[src/rtl/clk_period_meter_pkg.sv]
// Shared types and constants for the clock period meter and its input synchroniser.
package clk_period_meter_pkg;

    typedef enum logic [1:0] {
        IDLE    = 2'd0,
        RUN     = 2'd1,
        TIMEOUT = 2'd2
    } state_t;

    localparam int SYNC_DEPTH = 2;

endpackage

[src/rtl/sync_edge_det.sv]
// Multi-flop synchroniser followed by a registered rising-edge pulse.
// o_level is delayed to line up with o_rise, so o_rise implies o_level.
module sync_edge_det
    import clk_period_meter_pkg::*;
(
    input  logic clk,
    input  logic reset,
    input  logic i_sig,
    output logic o_level,
    output logic o_rise
);

    logic [SYNC_DEPTH-1:0] r_sync;
    logic                  r_level_d;
    logic                  r_rise;

    always_ff @(posedge clk) begin
        if (reset) begin
            r_sync    <= '0;
            r_level_d <= 1'b0;
            r_rise    <= 1'b0;
        end else begin
            r_sync    <= {r_sync[SYNC_DEPTH-2:0], i_sig};
            r_level_d <= r_sync[SYNC_DEPTH-1];
            r_rise    <= r_sync[SYNC_DEPTH-1] & ~r_level_d;
        end
    end

    assign o_level = r_level_d;
    assign o_rise  = r_rise;

endmodule

[src/rtl/clk_period_meter.sv]
// Measures rising-edge-to-rising-edge period of sig_in in clk cycles, tracks lock,
// and presents results on a one-entry valid/ready register. High-time capture is
// built only when PERIOD_METER_DUTY_EN is defined; otherwise meas_high reads 0.
module clk_period_meter
    import clk_period_meter_pkg::*;
#(
    parameter int CNT_W      = 16,
    parameter int LOCK_COUNT = 4
) (
    input  logic             clk,
    input  logic             reset,
    input  logic             sig_in,
    output logic             meas_valid,
    input  logic             meas_ready,
    output logic [CNT_W-1:0] meas_period,
    output logic [CNT_W-1:0] meas_high,
    output logic             locked,
    output logic             no_signal,
    output logic             overrun
);

    localparam logic [CNT_W-1:0] CNT_MAX   = '1;
    localparam int               MATCH_W   = $clog2(LOCK_COUNT + 1);
    localparam logic [MATCH_W-1:0] MATCH_MAX = MATCH_W'(LOCK_COUNT);

    logic               w_level;
    logic               w_rise;
    logic               w_sat;
    logic               w_emit;
    logic [CNT_W-1:0]   w_hi;
    logic [MATCH_W-1:0] w_match_next;

    state_t             r_state;
    logic [CNT_W-1:0]   r_cnt;
    logic [CNT_W-1:0]   r_prev;
    logic [MATCH_W-1:0] r_match;
    logic               r_locked;
    logic               r_no_signal;
    logic               r_valid;
    logic               r_overrun;
    logic [CNT_W-1:0]   r_period;
    logic [CNT_W-1:0]   r_high;

    sync_edge_det u_sync (
        .clk     (clk),
        .reset   (reset),
        .i_sig   (sig_in),
        .o_level (w_level),
        .o_rise  (w_rise)
    );

    // cnt restarts at 1 on the rise cycle so a P-cycle period reads back as P.
    always_ff @(posedge clk) begin
        if (reset)
            r_cnt <= '0;
        else if (w_rise)
            r_cnt <= CNT_W'(1);
        else if (r_cnt != CNT_MAX)
            r_cnt <= r_cnt + CNT_W'(1);
    end

`ifdef PERIOD_METER_DUTY_EN
    logic [CNT_W-1:0] r_hi_cnt;

    // The rise cycle itself is high, hence the restart at 1.
    always_ff @(posedge clk) begin
        if (reset)
            r_hi_cnt <= '0;
        else if (w_rise)
            r_hi_cnt <= CNT_W'(1);
        else if (w_level && r_hi_cnt != CNT_MAX)
            r_hi_cnt <= r_hi_cnt + CNT_W'(1);
    end

    assign w_hi = r_hi_cnt;
`else
    logic w_unused_level;
    assign w_unused_level = w_level;
    assign w_hi           = '0;
`endif

    assign w_sat  = (r_cnt == CNT_MAX);
    assign w_emit = w_rise && (r_state == RUN);

    always_comb begin
        w_match_next = MATCH_W'(1);
        if (r_cnt == r_prev)
            w_match_next = (r_match == MATCH_MAX) ? r_match : r_match + MATCH_W'(1);
    end

    always_ff @(posedge clk) begin
        if (reset) begin
            r_state     <= IDLE;
            r_prev      <= '0;
            r_match     <= '0;
            r_locked    <= 1'b0;
            r_no_signal <= 1'b0;
        end else begin
            case (r_state)
                IDLE: begin
                    if (w_rise) begin
                        r_state <= RUN;
                    end else if (w_sat) begin
                        r_state     <= TIMEOUT;
                        r_no_signal <= 1'b1;
                    end
                end
                RUN: begin
                    if (w_rise) begin
                        r_prev   <= r_cnt;
                        r_match  <= w_match_next;
                        r_locked <= (w_match_next == MATCH_MAX);
                    end else if (w_sat) begin
                        r_state     <= TIMEOUT;
                        r_no_signal <= 1'b1;
                        r_prev      <= '0;
                        r_match     <= '0;
                        r_locked    <= 1'b0;
                    end
                end
                TIMEOUT: begin
                    if (w_rise) begin
                        r_state     <= RUN;
                        r_no_signal <= 1'b0;
                    end
                end
                default: r_state <= IDLE;
            endcase
        end
    end

    // A new result may replace the held one only if it is empty or leaving this cycle.
    always_ff @(posedge clk) begin
        if (reset) begin
            r_valid   <= 1'b0;
            r_period  <= '0;
            r_high    <= '0;
            r_overrun <= 1'b0;
        end else if (w_emit && (!r_valid || meas_ready)) begin
            r_valid  <= 1'b1;
            r_period <= r_cnt;
            r_high   <= w_hi;
        end else if (w_emit) begin
            r_overrun <= 1'b1;
        end else if (r_valid && meas_ready) begin
            r_valid <= 1'b0;
        end
    end

    assign meas_valid  = r_valid;
    assign meas_period = r_period;
    assign meas_high   = r_high;
    assign locked      = r_locked;
    assign no_signal   = r_no_signal;
    assign overrun     = r_overrun;

endmodule

[config.mk]
export PLATFORM = sky130hd
export DESIGN_NAME = clk_period_meter
export DESIGN_NICKNAME = d
export VERILOG_FILES = /design/src/rtl/clk_period_meter_pkg.sv /design/src/rtl/sync_edge_det.sv /design/src/rtl/clk_period_meter.sv
export SDC_FILE = /design/constraint.sdc
export NUM_CORES = 1
export LEC_CHECK = 0
export CAP_MARGIN = 10
export CORE_ASPECT_RATIO = 0.75
export CORE_UTILIZATION = 50
export CTS_CLUSTER_DIAMETER = 30
export DETAILED_ROUTE_END_ITERATION = 8
export PLACE_DENSITY = 0.72
export SLEW_MARGIN = 30
export SYNTH_ARGS = -nofsm -noshare
export SYNTH_HDL_FRONTEND = slang
export SYNTH_HIERARCHICAL = 1
export SYNTH_SLANG_ARGS = --single-unit
export TNS_END_PERCENT = 10
[constraint.sdc]
create_clock -name clk -period 2.37 [get_ports clk]
set_input_delay 0.474 -clock clk [delete_from_list [all_inputs] [get_ports clk]]
set_output_delay 0.474 -clock clk [all_outputs]
set_load 0.01 [all_outputs]
Yosys cells after proc, flatten, opt, wreduce, memory -nomap -nowiden:

Index checks and enable logic that the tools add are counted.

* register bits after elaboration: 61
* output and inout bits: 36
* logic and storage cells: 69

* add/subtract/negate cells: 2
* equal/unequal tests: 12
* muxes and demuxes: 22
* bitwise logic cells: 3
* reduce and logical (&&, ||, !) cells: 17

Operators with widths (count)
* 16-bit 2-to-1 mux: 2
* 16-bit by 1-bit adder with 16-bit output (second input constant): 1
* 16-bit == test: 1
* 16-bit == test (second input constant): 1
* 16-bit != test (second input constant): 1
* 3-bit 2-to-1 mux: 4
* 1-bit 2-to-1 mux: 10
* 2-bit 2-to-1 mux: 4
* 2-bit AND reduction: 4
* 2-bit nonzero test: 4
* 3-bit == test (second input constant): 2
* 2-bit by 1-bit != test with 1-bit output (second input constant): 3
* 2-bit one-hot mux with 3 select lines: 1
* 2-bit != test (second input constant): 2
* 4-bit AND reduction: 1
* 2-bit OR reduction: 2
* 3-bit by 1-bit adder with 3-bit output (second input constant): 1
* 1-bit logical AND: 3
* 2-bit by 1-bit == test with 1-bit output (second input constant): 1
* 2-bit == test (second input constant): 1
* 2-bit logical NOT: 1
* 1-bit NOT: 2
* 1-bit one-hot mux with 2 select lines: 1
* 1-bit bitwise AND: 1
* 2 further kinds: 2

Depth between registers and ports, before layout:

Gate-level depths: netlist (run 1).

* depth after elaboration: 5
* gate-level depth with buffers: 7

Cells and area by module:

Netlist (run 1), hierarchy kept.

Modules (own cells, without submodules)
* clk_period_meter: instances 1, cells each 299, area each 2673.8 sq um, sequential area each 1141.1 sq um
* sync_edge_det: instances 1, cells each 8, area each 111.4 sq um, sequential area each 80.1 sq um

Least setup slack after synthesis (run 1):

No wires, ideal clock.

* path type: register to register
* from: reg r_cnt[1]
* to: reg r_no_signal (netlist: no_signal)
* library setup time: 0.115 ns
* arrival: 1.583 ns
* data required time: 2.255 ns
* slack: 0.672 ns
* stages on the path, launching flop included: 7
* buffers on the path: 1
* clock period less this slack: 1.698 ns
* path through: dfxtp_1 -> ha_1 -> buf_2 -> nand3_2 -> nor3_2 -> a31oi_1 -> a2111oi_0

* longest elaborated chain between the ends: 3

RTL lines
* from (decl): RTL line clk_period_meter.sv:34 `logic [CNT_W-1:0] r_cnt;`
* from (signal assigned): RTL line clk_period_meter.sv:59 `r_cnt <= r_cnt + CNT_W'(1);`
* 16-bit == test: RTL line clk_period_meter.sv:82 `assign w_sat = (r_cnt == CNT_MAX);`
* 2-bit by 1-bit != test with 1-bit output (no source line)
* 4-bit AND reduction (no source line)
* to (signal assigned): RTL line clk_period_meter.sv:97 `r_no_signal <= 1'b0;`
* to (signal assigned): RTL line clk_period_meter.sv:105 `r_no_signal <= 1'b1;`
* to (signal assigned): RTL line clk_period_meter.sv:115 `r_no_signal <= 1'b1;`
* to (decl): RTL line clk_period_meter.sv:38 `logic r_no_signal;`

Every way passes these cells.
A chain may end at the register's enable or synchronous reset.

Final worst setup path (run 1):

* from: reg r_cnt[0]
* to: reg r_match[0]

* longest elaborated chain between the ends: 3
* elaborated cells on any way between the ends: 6
* classes of those cells: 2 x eq/ne; 2 x mux; 2 x reduce/logical

RTL lines
* 16-bit == test, on equally long branches: RTL line clk_period_meter.sv:87, clk_period_meter.sv:82
* 3-bit 2-to-1 mux / 2-bit nonzero test (equally long branches)
* 3-bit 2-to-1 mux / 2-bit AND reduction (equally long branches)
* to (signal assigned): RTL line clk_period_meter.sv:111 `r_match <= w_match_next;`
* to (decl): RTL line clk_period_meter.sv:36 `logic [MATCH_W-1:0] r_match;`

Several ways; a longest one is shown, not always the timed one.

==> results.py, run 1 <==
metrics = {
    "run_status": {
        "outcome": "completed",
    },
    "timing": {
        "setup_viol": 0,
        "timing.hold.ws_ps": 410,
        "min_period_ps": 2130,
        "tns_ps": 0,
        "maxSlewViolCount": 0,
        "fmax_mhz": 470,
        "skew_ps": 9.28,
        "relSlewSlack_pct": 45.7,
        "report.final.hold_viol_count": 0,
        "worstMarginPinSlew_ps": 812,
        "period_share_pct": 89.8,
        "fin_ws_ps": 241,
        "rsz0062_at_grt": "false",
    },
    "routing": {
        "avgRoutedWirePerCell_um": 14.0,
        "wl_um": 5690,
        "drt_first_pass_iters": 4,
        "drc": 0,
        "drt_iter0_drc": 210,
        "dr_total_vias": 2195,
        "ant_nets": 0,
        "routed_via_density": 5.41,
    },
    "clock_network": {
        "cts.reportedPaths.clkPinSlew_ps": 60,
        "cts_root_buffer": "clkbuf_8",
        "ctsResizeCount": 0,
        "cts_tree": "yes",
        "clockBufferDepth": 2,
        "clk_latency_ps": 350,
        "cts_hold_buf": 0,
        "numCtsBuffers": 9,
        "ctsHtreeMaxLevel": 3,
        "cts_setup_buffers": 0,
        "numClockSinks": 61,
    },
    "logic_synthesis": {
        "async_flop_share_pct": 0,
        "ys_seq_area_share_pct": 43.8,
        "synth_edf_count": 0,
        "synthCells": 307,
        "syn_avg_cell_area_sq_um": 9.07,
        "syn_area_sq_mm": 0.00279,
        "ys.flop_type": "dfxtp_1",
        "synth_seq_cells": 61,
        "ys_warn_count": 6,
        "synthDistinctLibCells": 49,
    },
    "pwr": {
        "max-vdd-ir-drop_uv": 461,
        "finalPower_mw": 2.26,
        "power_density_mw_per_mm2": 698,
        "p_leak_nw": 1.14,
    },
    "setup_path": {
        "crit_required_ps": 2590,
        "crit_path_end_kind": "flop",
        "arrival_ps": 2350,
        "startpoint_type": "flop",
        "worstPathMaxFanout": 10,
        "critPathKind": "reg -> reg",
    },
    "placed_design": {
        "dp.cells": 390,
        "gp_congestion": 0.853,
        "placed_area_sq_mm": 0.00299,
        "portBuffers": 23,
        "pre_cts_ws_ps": 230,
        "dp_hpwl_um": 4030,
    },
    "finish": {
        "postLayoutCellArea_sq_mm": 0.00324,
        "layout_common_cells": "dfxtp_1, nand2_1, a21oi_1",
        "fin_util_pct": 60.5,
        "fillers": 473,
        "finalNonFillerCells": 406,
        "syn_to_final_growth_pct": 16.3,
        "antennaDiodeCount": 0,
        "layout-drive-gt1-share_pct": 9.97,
        "nets": 333,
        "layout_commonest_cell": "dfxtp_1",
    },
    "floorplan": {
        "start_util_pct": 52.0,
        "core_sq_mm": 0.00535,
        "dieHeight_um": 66.6,
        "die_w_um": 88.2,
        "die_area_sq_mm": 0.00588,
        "io_pins": 40,
        "rows": 23,
    },
    "global_routing": {
        "grt_pass1_wl_um": 9430,
        "grt_pass1_vias": 1915,
        "gr-total-overflow": 0,
        "antenna_found_initial": 0,
        "grt_util_all_layers_pct": 21.5,
        "grt_max_degree": 21,
    },
    "job": {
        "cap_violations": 0,
    },
    "worst_hold_path": {
        "hold_class": "reg -> reg",
    },
}
==> where the power goes <==
group / leakage (nW) / switching, mW / total (mW) / internal (mW)
clock: 0.119 / 0.415 / 1.14 / 0.724
sequential: 0.492 / 0.0131 / 1.05 / 1.03
combinational: 0.533 / 0.0495 / 0.0763 / 0.0268
==> area by class of cell <==
cell class	count	area, sq um	share of cell area (%)
Clock buffer	10	138	4.25
Clock inverter	6	110	3.40
Inverter	4	15.0	0.464
Multi-Input combinational cell	216	1350	41.6
Sequential cell	61	1220	37.7
Tap cell	75	93.8	2.90
Timing Repair Buffer	34	313	9.66
==> per-layer routing <==
| metal | share of wire, % | track usage (%) | up-vias |
|---|---|---|---|
| li1 | - | - | 1097 |
| met1 | 52 | 30.7 | 1039 |
| met2 | 42 | 29.5 | 50 |
| met3 | 5.0 | 8.92 | 9 |
| met4 | 0.86 | 4.84 | 0 |
| met5 | 0 | 0 | - |
==> kinds of logic after synthesis <==
logic type                 after synthesis  synth area share, %
adders and majority gates                3                 1.35
and+or+nand+nor                        100                 19.3
buffers and inverters                   45                 9.79
xor gates and xnor gates                17                 5.35
DFF                                     61                 43.8
AOI/OAI and AO/OA                       79                 19.9
other                                    1                0.135
muxes                                    1                0.359
==> sequential cells by signal, summed over array words and instances, names as in the netlist, 2 cells and up <==
name and cells:
meas_period 16, r_state 2, r_match 3, r_cnt 16, u_sync/r_sync 2, r_prev 16
==> critical path, stage by stage, from the launching register on <==
cell      delay, ps
dfxtp_1         520
ha_1            410
and3_1          270
nand3_1         270
o41ai_1         410
o211ai_1        130
==> cells in the mapped netlist, types with 2 or more instances <==
cell type   n  area (sq um)
a2111o_1    3          33.8
a211oi_1    2          15.0
a21oi_1    25           125
a22o_1     17           149
a311oi_1    2          17.5
a31oi_1     8          50.1
a32o_1      2          20.0
and3_1      3          18.8
and4_1      3          26.3
buf_2      11          55.1
buf_4      20           150
buf_6       2          22.5
clkbuf_1    8          30.0
dfxtp_1    61          1220
ha_1        3          37.5
inv_1       4          15.0
nand2_1    46           173
nand2b_1    2          12.5
nand3_1     6          30.0
nand3b_1    2          15.0
nand4_1     6          37.5
nor2_1      8          30.0
nor2b_1     6          37.5
nor3_1      5          25.0
o211ai_1    2          15.0
o21ai_0     5          25.0
o21ai_1     5          25.0
o41ai_1     2          17.5
or3_1       2          12.5
xnor2_1    17           149
==> path summary, 6_finish.rpt <==
check	start	to	slack, ps	cells past startpoint
worst max-delay path	r_cnt[0]	r_match[0]	240	5
worst min register to register	u_sync/o_level	u_sync/o_rise	410	1
worst max register to register	r_cnt[0]	r_match[0]	240	5
worst min-delay path	u_sync/o_level	u_sync/o_rise	410	1
Note: power is estimated with default switching activity, not from simulation.
==> run 2, diff against run 1 <==
--- a/config.mk
+++ b/config.mk
@@ -6,12 +6,14 @@
 export NUM_CORES = 1
 export LEC_CHECK = 0
 export CAP_MARGIN = 10
+export CELL_PAD_IN_SITES_DETAIL_PLACEMENT = 1
+export CELL_PAD_IN_SITES_GLOBAL_PLACEMENT = 1
 export CORE_ASPECT_RATIO = 0.75
-export CORE_UTILIZATION = 50
+export CORE_UTILIZATION = 41
 export CTS_CLUSTER_DIAMETER = 30
 export DETAILED_ROUTE_END_ITERATION = 8
-export PLACE_DENSITY = 0.72
-export SLEW_MARGIN = 30
+export PLACE_DENSITY = 0.77
+export SLEW_MARGIN = 20
 export SYNTH_ARGS = -nofsm -noshare
 export SYNTH_HDL_FRONTEND = slang
 export SYNTH_HIERARCHICAL = 1
==> run 2 against run 1 <==
  * Core utilization is 11 points lower
  * Critical path depth unchanged
  * Clock power fell by 19%
  * Fmax up 1.4%
  * Critical path type unchanged
  * Setup slack better by 29 ps
  * Clock-buffer cell count grew 1
  * Via count up 3.3%
  * Die area is 21% higher
  * Non-clock buffer count decreased by 2
  * Global-route usage down 0.85 points
  * Sequential power hardly changed
  * Power down 9.3%
==> results.py, run 2 (synthesis results as in run 1) <==
metrics = {
    "floorplan": {
        "die_w_um": 97.2,
        "rows": 25,
        "io_pins": 40,
        "dieHeight_um": 73.4,
        "core_sq_mm": 0.00644,
        "die_area_sq_mm": 0.00713,
        "start_util_pct": 43.2,
    },
    "global_routing": {
        "grt_pass1_vias": 2184,
        "grt_pass1_wl_um": 11200,
        "antenna_found_initial": 0,
        "grt_util_all_layers_pct": 20.6,
        "grt_max_degree": 30,
        "gr-total-overflow": 0,
    },
    "clock_network": {
        "clockBufferDepth": 2,
        "cts.reportedPaths.clkPinSlew_ps": 70,
        "numCtsBuffers": 9,
        "cts_root_buffer": "clkbuf_8",
        "cts_tree": "yes",
        "cts_setup_buffers": 0,
        "ctsHtreeMaxLevel": 3,
        "clk_latency_ps": 340,
        "numClockSinks": 61,
    },
    "routing": {
        "routed_via_density": 5.54,
        "drt_first_pass_iters": 4,
        "drt_iter0_drc": 116,
        "ant_nets": 0,
        "avgRoutedWirePerCell_um": 16.4,
        "wl_um": 6720,
        "drc": 0,
        "dr_total_vias": 2267,
    },
    "job": {
        "cap_violations": 0,
    },
    "setup_path": {
        "slowest_delay_ps": 480,
        "crit_path_end_kind": "flop",
        "worst-path-buf-inv": 0,
        "worstPathMaxFanout": 10,
        "critPathKind": "reg -> reg",
        "crit_path_top_delay_cell": "dfxtp_1",
        "startpoint_type": "flop",
        "critPathTopFamily": "compound AO/OA/AOI/OAI gates",
        "crit_required_ps": 2570,
        "path_cells": "ha_2, and3_1, nand3_1, o41ai_1, o211ai_1",
        "arrival_ps": 2300,
    },
    "timing": {
        "maxSlewViolCount": 0,
        "setup_viol": 0,
        "tns_ps": 0,
        "fmax_mhz": 476,
        "report.final.hold_viol_count": 0,
        "min_period_ps": 2100,
        "skew_ps": 11.4,
        "period_share_pct": 88.6,
        "rsz0062_at_grt": "false",
        "relSlewSlack_pct": 46.6,
        "worstMarginPinSlew_ps": 798,
        "fin_ws_ps": 270,
    },
    "placed_design": {
        "gp_congestion": 0.825,
        "pre_cts_ws_ps": 137,
        "dp_hpwl_um": 4840,
        "portBuffers": 23,
    },
    "finish": {
        "layout-drive-gt1-share_pct": 9.45,
        "layout_commonest_cell": "dfxtp_1",
        "layout_common_cells": "dfxtp_1, nand2_1, a21oi_1",
        "nets": 331,
        "antennaDiodeCount": 0,
        "syn_to_final_growth_pct": 14.6,
    },
    "worst_hold_path": {
        "hold_class": "reg -> reg",
    },
    "pwr": {
        "p_leak_nw": 1.13,
        "max-vdd-ir-drop_uv": 343,
        "power_density_mw_per_mm2": 643,
        "finalPower_mw": 2.05,
    },
    "run_status": {
        "outcome": "completed",
    },
}
run 2: cell types whose count changed in the layout (fill, tap and decap cells not counted), sizes merged:
| cell | change |
|---|---|
| clkbuf | +1 |
| clkinv | +1 |
| buf | -2 |
| clkinvlp | -1 |
| bufinv | -2 |
run 2: path summary, 6_finish.rpt:
check / slack (ps) / cells past startpoint / from / endpoint
hold reg to reg: 410 / 1 / u_sync/o_level / u_sync/o_rise
setup / recovery: 270 / 5 / r_cnt[0] / r_match[0]
setup reg to reg: 270 / 5 / r_cnt[0] / r_match[0]
hold / removal: 410 / 1 / u_sync/o_level / u_sync/o_rise
run 2: stage by stage:
stage | std cells | util [%] | instance area, sq um | hold WS (ps)
after floorplan | 322 | - | 2840 | 387
after global placement | 394 | 46.3 | 2980 | 405
after detailed placement | 394 | 46.3 | 2980 | 397
after CTS | 409 | 49.4 | 3180 | 412
after global routing | 409 | 49.5 | 3190 | 436
final | 409 | 49.5 | 3190 | 414
run 2: area by class of cell:
type                            count  area, sq um
Sequential cell                    61         1220
Fill cell                         763         3250
Clock buffer                       11          151
Inverter                            4         15.0
Multi-Input combinational cell    216         1360
Timing Repair Buffer               32          298
Tap cell                           81          101
Clock inverter                      4         47.5
run 2: timing repair:
item	CTS	global route
hold endpoints to repair	0	0
setup endpoints to repair	0	3
hold buffers	0	0
resized for setup	0	2
run 2: metal layers:
metal,part of all wire (%),GRT usage [%],up-vias
li1,-,-,1102
met1,49,26.0,1108
met2,44,32.2,48
met3,5.0,7.80,9
met4,1.9,8.13,0
met5,0,0,-
run 2: worst reg2reg max path: cells and delay by family, from the launching register on:
kind | cells | cell delay [ps]
AOI/OAI and AO/OA | 2 | 570
and+or+nand+nor | 2 | 550
DFF | 1 | 480
adders and majority gates | 1 | 360
run 2: power breakdown:
part	internal, mW	leakage, nW	switching [mW]
sequential	1.03	0.492	0.0131
combinational	0.0263	0.537	0.0537
clock	0.533	0.101	0.392
